===== src/rtl/logic_unit_pipe.sv =====
// Pipelined WIDTH-bit bitwise logic unit with valid/ready and a 2-entry skid buffer.
// Optional result flags (out_zero/out_ones/out_parity) enabled by LOGIC_UNIT_FLAGS_EN.
module logic_unit_pipe #(
   parameter int WIDTH = 16,
   parameter int CNT_W = 16
) (
   input  logic             clk,
   input  logic             rst_n,
   input  logic             in_valid,
   output logic             in_ready,
   input  logic [WIDTH-1:0] in_a,
   input  logic [WIDTH-1:0] in_b,
   input  logic [2:0]       in_op,
   output logic             out_valid,
   input  logic             out_ready,
   output logic [WIDTH-1:0] out_s,
`ifdef LOGIC_UNIT_FLAGS_EN
   output logic             out_zero,
   output logic             out_ones,
   output logic             out_parity,
`endif
   output logic [CNT_W-1:0] op_count,
   input  logic             clr_count
);

`ifdef LOGIC_UNIT_FLAGS_EN
   localparam int EW = WIDTH + 3;
`else
   localparam int EW = WIDTH;
`endif

   logic [WIDTH-1:0] res;
   logic [EW-1:0]    ent;
   logic [EW-1:0]    main_q;
   logic [EW-1:0]    skid_q;
   logic [1:0]       occ_q;
   logic [1:0]       occ_n;
   logic             rdy_q;
   logic [CNT_W-1:0] cnt_q;
   logic             acc;
   logic             xfer;

   assign acc  = in_valid && rdy_q;
   assign xfer = (occ_q != 2'd0) && out_ready;

   // Bitwise result of the selected operation on the incoming operands
   always_comb begin
      res = '0;
      unique case (in_op)
         3'b000: res = ~in_a;
         3'b001: res = in_a & in_b;
         3'b010: res = in_a | in_b;
         3'b011: res = in_a ^ in_b;
         3'b100: res = ~(in_a & in_b);
         3'b101: res = ~(in_a | in_b);
         3'b110: res = ~(in_a ^ in_b);
         3'b111: res = in_a;
      endcase
   end

`ifdef LOGIC_UNIT_FLAGS_EN
   assign ent = {^res, &res, (res == '0), res};
`else
   assign ent = res;
`endif

   // Next buffer occupancy from accept/transfer events
   always_comb begin
      occ_n = occ_q;
      unique case (occ_q)
         2'd0: if (acc) occ_n = 2'd1;
         2'd1: begin
            if (acc && !xfer)
               occ_n = 2'd2;
            else if (!acc && xfer)
               occ_n = 2'd0;
         end
         2'd2: if (xfer) occ_n = 2'd1;
         default: occ_n = 2'd0;
      endcase
   end

   // Occupancy, registered in_ready and main/skid result storage
   always_ff @(posedge clk or negedge rst_n) begin
      if (!rst_n) begin
         occ_q  <= 2'd0;
         rdy_q  <= 1'b0;
         main_q <= '0;
         skid_q <= '0;
      end else begin
         occ_q <= occ_n;
         rdy_q <= (occ_n < 2'd2);
         if (acc && ((occ_q == 2'd0) || ((occ_q == 2'd1) && xfer)))
            main_q <= ent;
         else if ((occ_q == 2'd2) && xfer)
            main_q <= skid_q;
         if (acc && (occ_q == 2'd1) && !xfer)
            skid_q <= ent;
      end
   end

   // Saturating count of consumed results; clear wins over increment
   always_ff @(posedge clk or negedge rst_n) begin
      if (!rst_n)
         cnt_q <= '0;
      else if (clr_count)
         cnt_q <= '0;
      else if (xfer && (cnt_q != '1))
         cnt_q <= cnt_q + CNT_W'(1);
   end

   assign in_ready  = rdy_q;
   assign out_valid = (occ_q != 2'd0);
   assign out_s     = main_q[WIDTH-1:0];
   assign op_count  = cnt_q;

`ifdef LOGIC_UNIT_FLAGS_EN
   assign out_zero   = main_q[WIDTH];
   assign out_ones   = main_q[WIDTH+1];
   assign out_parity = main_q[WIDTH+2];
`endif

endmodule


===== config.mk =====
export PLATFORM = sky130hd
export DESIGN_NAME = logic_unit_pipe
export DESIGN_NICKNAME = d
export VERILOG_FILES = /design/src/rtl/logic_unit_pipe.sv
export SDC_FILE = /design/constraint.sdc
export NUM_CORES = 1
export LEC_CHECK = 0
export CAP_MARGIN = 20
export CORE_ASPECT_RATIO = 2
export CORE_UTILIZATION = 40
export CTS_BUF_LIST = sky130_fd_sc_hd__clkbuf_16
export DETAILED_ROUTE_END_ITERATION = 7
export PLACE_DENSITY = 0.71
export SETUP_SLACK_MARGIN = 0.02
export SKIP_CTS_REPAIR_TIMING = 1
export SYNTH_ARGS = -nofsm -noshare
export SYNTH_HDL_FRONTEND = slang
export SYNTH_SLANG_ARGS = --single-unit

===== constraint.sdc =====
create_clock -name clk -period 4.55 [get_ports clk]
set_input_delay 0.91 -clock clk [delete_from_list [all_inputs] [get_ports clk]]
set_output_delay 0.91 -clock clk [all_outputs]
set_load 0.1 [all_outputs]

# [Yosys cells after proc, flatten, opt, wreduce, memory -nomap -nowiden]
# Cells that the tools add are included.
[totals] latch_bits=0 ramBits=0 word_cells=52 romBits=0 out_inout_bits=34 input_bits=40 n_memories=0 regBits=51
[op_classes] n_shift=0 div=0 multipliers=0 bitwise=7 muxes=10 reduce_logical=18 addsub=1 n_eq_ne=10 order_cmp=1
[op_table] cell="case mux 16 bit (8 select lines)" n=1
[op_table] cell="two-way mux 16 bit" n=4
[op_table] cell="NOT 16 bit" n=4
[op_table] cell="adder 16 x 1 -> 16 bit (second input constant)" n=1
[op_table] cell="bitwise AND 16 bit" n=1
[op_table] cell="!= test 16 bit (second input constant)" n=1
[op_table] cell="OR 16 bit" n=1
[op_table] cell="bitwise XOR 16 bit" n=1
[op_table] cell="== test 3 bit (second input constant)" n=4
[op_table] cell="logical AND 1 bit" n=10
[op_table] cell="two-way mux 2 bit" n=4
[op_table] cell="== test 3 x 2 -> 1 bit (second input constant)" n=2
[op_table] cell="case mux 2 bit (3 select lines)" n=1
[op_table] cell="nonzero test 2 bit" n=3
[op_table] cell="== test 3 x 1 -> 1 bit (second input constant)" n=1
[op_table] cell="logical NOT 3 bit" n=1
[op_table] cell="== test 2 x 1 -> 1 bit (second input constant)" n=1
[op_table] cell="== test 2 bit (second input constant)" n=1
[op_table] cell="logical NOT 1 bit" n=2
[op_table] cell="logical NOT 2 bit" n=1
[op_table] cell="< comparator 2 bit (second input constant)" n=1
[op_table] cell="logical OR 1 bit" n=1

# [Depth between registers and ports, before layout]
[depth] ltp_word=7 depth_mapped=8 ltp_nobuf=7

# [Worst setup path before layout]
# OpenSTA, ideal clock, no wires.
[synth_path] kind="flip-flop to flip-flop" startpoint="register cnt_q[0] (netlist: op_count[0])" endpoint="register cnt_q[7] (netlist: op_count[7])" t_arrival_ps=2229 setup_ps=128 n_path_buf=0 period_less_slack_ps=2357 stages_incl_launch_ff=7 required_time_ps=4422 slack_ps=2193 path_cell_list="dfrtp_1 ha_1 nand3_1 nor4_2 a21oi_1 nor2b_1 mux2_1"
[synth_between] elab_chain_len=3 elab_cells_between_ends=6 cone_classes="1 x add/sub; 1 x eq/ne; 2 x mux; 2 x reduce/logical"
[synth_rtl] element="start, declared" line="39" text="logic [CNT_W-1:0] cnt_q;"
[synth_rtl] element="start signal, assigned" line="109" text="cnt_q <= cnt_q + CNT_W'(1);"
[synth_rtl] element="adder 16 x 1 -> 16 bit / != test 16 bit (equally long branches)" line="109, 108"
[synth_rtl] element="two-way mux 16 bit / logical AND 1 bit (equally long branches)" line="108" text="else if (xfer && (cnt_q != '1))"
[synth_rtl] element="two-way mux 16 bit / nonzero test 2 bit (equally long branches)"
# Parallel ways exist; a longest one is shown, timed or not. The select of a mux whose other input is x is not followed.
# A chain may end at the register's enable or synchronous reset.

# [Worst setup path after layout]
[layout_path] startpoint="register occ_q[1]" endpoint="output out_valid"
[layout_between] elab_chain_len=1
[layout_rtl] element="start, declared" line="36" text="logic [1:0] occ_q;"
[layout_rtl] element="start signal, assigned" line="91" text="occ_q <= occ_n;"
[layout_rtl] element="nonzero test 2 bit" line="113" text="assign out_valid = (occ_q != 2'd0);"
[layout_rtl] element="end, declared" line="14" text="output logic out_valid,"
# No other way between the ends.

==> impl_metrics.tcl <==
set metrics [dict create \
    initial_util 0.412 \
    postSynth.asyncResetShare 1.00 \
    finalMaxSlewViolations 0 \
    fp.coreArea_mm2 0.0101 \
    sequential_share_of_the_synthesized_area 0.308 \
    start_kind "flop" \
    drive_gt1_frac 0.0878 \
    critical_path.max_fanout 7 \
    power_switching_share 0.491 \
    grt_max_degree 52 \
    nature_of_the_critical_path_endpoint "output port" \
    min_path_type "flop to flop" \
    antenna_cells 0 \
    grt_first_pass_wirelength_um 16300 \
    postSynthCellCount 468 \
    cts.root.buffer_cell "sky130_fd_sc_hd__clkbuf_16" \
    htree_num_levels 2 \
    status "complete, no violations" \
    timing_worst_setup_path_type "flop to output port" \
    final_nets 597 \
    cts-root-to-sink-buffers 2 \
    finalSetupViolations 0 \
    post-synth-top-area-cell "sky130_fd_sc_hd__dfrtp_1" \
    first_pass_iters 4 \
    pwr_density_cell_mw_per_mm2 473 \
    seq_power_share 0.292 \
    drt-initial-drc-count 84 \
    clock_sinks 51 \
    worst_ep_arrival_time_ps 2040 \
    critical_path.slowest_cell "sky130_fd_sc_hd__clkdlybuf4s50_1" \
    cts_tree "yes" \
    leakage_power_uw 0.00232 \
    via_count 3547 \
    number_of_buffers_created_by_cts 5 \
    achievable-frequency_mhz 338 \
    cpLargestDelayFamily "buffers and inverters" \
    detailed_place_hpwl_um 7280 \
    commonest_register_cell_after_synthesis "sky130_fd_sc_hd__dfrtp_1" \
    combinational_power_share 0.534 \
    finish.cell_count_without_fillers 659 \
    timing.max_cap.violations 0 \
    chipWidth_um 74.0 \
    detail-route-antenna-nets 0 \
    die-area_mm2 0.0108 \
    number_of_global_route_vias_before_repair 3678 \
    num_io_pins 74 \
    synth.top_cell.area_share 0.308 \
    slowest_delay_ps 970 \
    floorplan.rows 52 \
    drc 0 \
    synthesis.area_mm2 0.00415 \
    clkLatencyLatePin_ps 290 \
    synth_to_layout_area_growth_pct 22.0 \
    synth_area_per_cell_um2 8.87 \
    place_inst 652 \
    tightestPinTransition_ps 999 \
    wire_length_per_cell_um 14.4 \
    critical_path.cell_chain "or2_2, clkdlybuf4s50_1" \
    number_of_port_buffers 73 \
    endpoints_failing_hold 0 \
    synthesis.nets 541 \
    track_usage 0.187 \
    internal-power_uw 1220 \
    number_of_antenna_violations_at_the_first_check_in_global_routing 0 \
    setup_repair_after_global_routing_missed_its_margin "no" \
    finClkSkew_ps 7.78 \
    required_ps 3640 \
    routed_wirelength_um 9510 \
    clock_power_share 0.174 \
    post_synth_num_cell_types 48 \
    place.gp.congestion 0.786 \
    grt_remaining_overflow 0 \
    postSynthRegisterBits 51 \
    setup_tns_ps 0 \
    synth_edf_count 0 \
    final.period_utilization 0.649 \
    worst-path-buf-inv 1 \
    worst_setup_hold_path_clk_slew_ps 60 \
    die-height_um 146 \
    worst-r2r-setup-slack_ps 2030 \
    max-slew-margin-rel 0.328 \
    ir_drop_mv 0.264 \
    final.min_clock_period_ps 2950 \
    netlist_top_cells_area "sky130_fd_sc_hd__dfrtp_1, sky130_fd_sc_hd__ha_1, sky130_fd_sc_hd__mux2i_1" \
    vias_per_cell 5.38 \
    switchingPower_uw 1180 \
    yosys_warnings 0 \
]
==> layout make-up <==
cell class | count | area (um^2)
repair buffers | 77 | 746
multi-input cells | 348 | 2560
flip-flops and latches | 51 | 1280
clock buffers | 5 | 125
inverters | 41 | 154
clock inverters | 2 | 37.5
fillers | 936 | 5020
well taps | 135 | 169
==> cells by family (layout without fill, tap and decap cells) <==
logic type | after synthesis | count (layout) | synth area share
flops | 51 | 51 | 0.308
fa+ha+maj | 33 | 33 | 0.0995
simple gates | 146 | 146 | 0.155
mux | 59 | 59 | 0.177
compound gates | 96 | 96 | 0.156
buf+inv | 69 | 125 | 0.0763
xor+xnor | 14 | 14 | 0.0295
==> cell usage in the layout, fill, tap and decap left out, types with 6 or more instances in the layout <==
| cell type | n |
|---|---|
| sky130_fd_sc_hd__a31oi_1 | 9 |
| sky130_fd_sc_hd__a21oi_1 | 16 |
| sky130_fd_sc_hd__xnor2_1 | 14 |
| sky130_fd_sc_hd__nor3_1 | 8 |
| sky130_fd_sc_hd__mux2i_1 | 34 |
| sky130_fd_sc_hd__nand3_1 | 6 |
| sky130_fd_sc_hd__nor2_1 | 40 |
| sky130_fd_sc_hd__dfrtp_1 | 51 |
| sky130_fd_sc_hd__mux2_2 | 10 |
| sky130_fd_sc_hd__mux4_2 | 8 |
| sky130_fd_sc_hd__nand2_1 | 66 |
| sky130_fd_sc_hd__o21ai_0 | 24 |
| sky130_fd_sc_hd__ha_1 | 33 |
| sky130_fd_sc_hd__mux2_4 | 6 |
| sky130_fd_sc_hd__clkdlybuf4s50_1 | 70 |
| sky130_fd_sc_hd__inv_1 | 40 |
| sky130_fd_sc_hd__o211ai_1 | 11 |
| sky130_fd_sc_hd__a211o_1 | 7 |
| sky130_fd_sc_hd__and3_1 | 7 |
==> state kept, by name, indices dropped and copies added (netlist names) <==
name	flops
out_s	16
op_count	16
in_ready	1
skid_q	16
occ_q	2
==> through the flow <==
| stage | util | power, uW | cell area [um^2] | hold WS, ps | setup WS, ps |
|---|---|---|---|---|---|
| global route | 0.502 | 2520 | 5060 | 505 | 1530 |
| global placement | 0.486 | 1960 | 4900 | 458 | 1520 |
| finish | 0.502 | 2400 | 5060 | 482 | 1600 |
| CTS | 0.502 | 2420 | 5060 | 479 | 1580 |
| detailed placement | 0.486 | 1990 | 4900 | 462 | 1460 |
| floorplan | - | 1670 | 4150 | 446 | 2190 |
==> worst min-delay path, delay by kind of cell, from the launching register on <==
kind / cells / cell delay, ps
compound gates: 1 / 60
flops: 1 / 340
simple gates: 1 / 50
==> metal layers <==
| layer | share of wire | track usage | wire length [um] |
|---|---|---|---|
| met1 | 0.38 | 0.207 | 3620 |
| met2 | 0.57 | 0.345 | 5390 |
| met3 | 0.032 | 0.0207 | 303 |
| met4 | 0.021 | 0.0798 | 200 |
| met5 | 0 | 0 | 0 |
==> cells in the mapped netlist, drive strengths merged (7+ instances only) <==
master  instances
nand3           7
xnor2          14
nor3            8
dfrtp          51
o21ai          26
inv            41
ha             33
mux2i          34
nor2           40
clkbuf         11
a211o           7
a21oi          16
buf            17
mux2           17
a31oi           9
o211ai         11
and3            7
nand2          66
mux4            8
==> power groups by stage <==
| stage | sequential (uW) | clock [uW] | combinational, uW |
|---|---|---|---|
| global placement | 700 | 0 | 1260 |
| detailed placement | 710 | 0 | 1280 |
| global route | 722 | 442 | 1360 |
| finish | 700 | 417 | 1280 |
| floorplan | 1250 | 0 | 421 |
| CTS | 702 | 429 | 1290 |
==> worst paths after layout <==
check | startpoint | to | cells past startpoint
worst min register to register | skid_q[13] | skid_q[13] | 2
worst max register to register | op_count[0] | op_count[7] | 6
worst max-delay path | occ_q[1] | out_valid | 2
max in group asynchronous | rst_n | skid_q[7] | 2
worst min-delay path | skid_q[13] | skid_q[13] | 2
min in group asynchronous | rst_n | op_count[0] | 2
Note: power is estimated with default switching activity, not from simulation.
==> RTL change, RTL diff (same flow settings) <==
The option `LOGIC_UNIT_FLAGS_EN` is turned on by a define.
--- a/src/rtl/logic_unit_pipe.sv
+++ b/src/rtl/logic_unit_pipe.sv
@@ -1,4 +1,6 @@
 // Pipelined WIDTH-bit bitwise logic unit with valid/ready and a 2-entry skid buffer.
 // Optional result flags (out_zero/out_ones/out_parity) enabled by LOGIC_UNIT_FLAGS_EN.
+`define LOGIC_UNIT_FLAGS_EN
+
 module logic_unit_pipe #(
    parameter int WIDTH = 16,
Formal check against the unedited RTL (old outputs only; new: out_ones, out_parity and out_zero): equivalent (Yosys induction, for registers that start in step).
==> RTL change against the original RTL <==
- critical path depth up 9
- wire length up 30%
- sequential power is 15% higher
- cell area increased by 15%
- via count is 14% higher
- global-route usage grew 2.0 points
- highest routed layer unchanged
- synthesized area increased by 13%
- die area increased by 12%
- sequential cell count increased by 6
- power increased by 28%
- setup slack got worse by 0.68 ns
- sequential share of layout area is 0.71 points lower
- critical path type is now input pin to register
==> RTL change: results (changes against the original RTL) <==
Filler Cells Inserted = 1052 (+12%)
Max Root-Sink Buffers = 2 (unchanged)
vias in the first global route = 4210 (+14%)
Synth Area in Compound Gates = 21.9% (+6.3 points)
final wirelength = 12300 um (+30%)
outcome = completed
Buffers on Ports = 76 (+4.1%)
Adder-Cell Fraction of Synth Area = 13.4% (+3.4 points)
DP Area = 5540 sq um (+13%)
area of the multi-input gates = 2860 sq um (+12%)
Synth area leaders = dfrtp_1 31%, ha_1 13%, mux2_2 5.3%
Worst-Skew Late Latency = 0.32 ns (+0.03 ns)
first-pass GRT wire length = 19800 um (+22%)
sw power = 1.44 mW (+22%)
pin count of the biggest net entering global routing = 58 (+12%)
clk_skew = 0.00560 ns (-0.00219 ns)
nets@finish = 654 (+9.5%)
Syn Nets = 584 (+7.9%)
Num CTS Buffers = 9 (+4)
First-pass DRT Iterations = 5 (+1)
CP peak stage delay = 0.72 ns (-0.25 ns)
initial DRC count = 118 (+40%)
share of layout cells above drive strength 1 = 14.4% (+5.6 points)
post-synthesis mux area share = 8.95% (-8.7 points)
GP Congestion = 0.839 (+6.8%)
via count = 4027 (+14%)
peak supply drop = 446 uV (+69%)
data arrival time of the worst path = 3.83 ns (+1.79 ns)
All-Layer GR Usage = 20.7% (+2.0 points)
Static Leak = 2.70 nW (+16%)
top post-synthesis cells by count = 57 x dfrtp_1, 53 x inv_1, 50 x ha_1, 30 x nor2_1, 24 x nand2_1
Distinct cells, synth = 62 (+29%)
sequential share of the synthesized area = 30.5% (-0.21 points)
XOR/XNOR share of the synthesized area = 3.38% (+0.42 points)
Least-Margin Pin Slew = 1.04 ns (+0.0407 ns)
Worst Path Max Fanout = 9 (+2)
H-Tree Depth = 3 (+1)
post-detail-place hpwl = 9370 um (+29%)
RTL change: cell types whose count changed in the layout (fill, tap and decap cells not counted), sizes merged, moves of 9 or more:
cell,before,now
inv,41,60
a21o,0,13
a22o,0,12
nand2,66,25
ha,33,50
a221oi,0,9
a31oi,9,0
mux2i,34,17
o22a,0,9
RTL change: area by class of cell:
type | instances | area share (%)
tap | 142 | 3.05
timing repair buffer | 87 | 14.6
clock inverter | 7 | 1.07
sequential | 57 | 24.5
multi-input combinational | 350 | 49.0
inverter | 59 | 3.89
clock buffer | 9 | 3.87
RTL change: path summary, 6_finish.rpt:
| path | slack, ns | startpoint | end | cells after the start |
|---|---|---|---|---|
| worst min-delay path | 0.51 | skid_q[17]$_DFFE_PN0P_ | skid_q[17]$_DFFE_PN0P_ | 1 |
| worst min register to register | 0.51 | skid_q[17]$_DFFE_PN0P_ | skid_q[17]$_DFFE_PN0P_ | 1 |
| max in group asynchronous | 3.31 | rst_n | occ_q[1]$_DFF_PN0_ | 2 |
| worst max-delay path | 0.92 | in_op[1] | skid_q[18]$_DFFE_PN0P_ | 11 |
| worst max register to register | 2.51 | op_count[0]$_DFFE_PN0P_ | op_count[1]$_DFFE_PN0P_ | 6 |
| min in group asynchronous | 0.73 | rst_n | op_count[10]$_DFFE_PN0P_ | 2 |
RTL change: logic make-up after synthesis:
kind of cell    after synthesis
xor+xnor                     18
mux                          39
simple gates                108
fa+ha+maj                    50
flops                        57
compound gates              135
buf+inv                      87
RTL change: stage by stage:
step	util (%)	std cells	power [mW]	setup WS (ns)
after CTS	51.3	711	3.10	0.964
after floorplan	-	494	2.01	1.51
after global routing	51.3	711	3.22	0.708
final	51.3	711	3.07	0.920
after detailed placement	48.8	695	2.44	0.638
after global placement	48.8	695	2.40	0.696
RTL change: routing by layer:
metal,GRT usage (%),share of wire [%],up-vias
li1,-,-,1919
met1,20.9,37,1968
met2,39.7,54,107
met3,2.65,3.9,33
met4,11.5,4.4,0
met5,0,0,-
RTL change: power by group through the flow:
stage / Sequential (mW) / Combinational (mW) / Clock [mW]
floorplan: 1.37 / 0.643 / 0
global placement: 0.803 / 1.59 / 0
detailed placement: 0.812 / 1.62 / 0
CTS: 0.807 / 1.63 / 0.656
global route: 0.827 / 1.71 / 0.679
finish: 0.806 / 1.62 / 0.635
RTL change: worst reg2reg max path: cells and delay by family (launching register included):
family                   cells  cell delay (ns)
AND/OR/NAND/NOR              2             0.56
flip-flops                   1             0.50
adder cells (fa/ha/maj)      1             0.28
multiplexers                 1             0.19
AO/OA/AOI/OAI                1             0.26
buffers and inverters        1             0.12
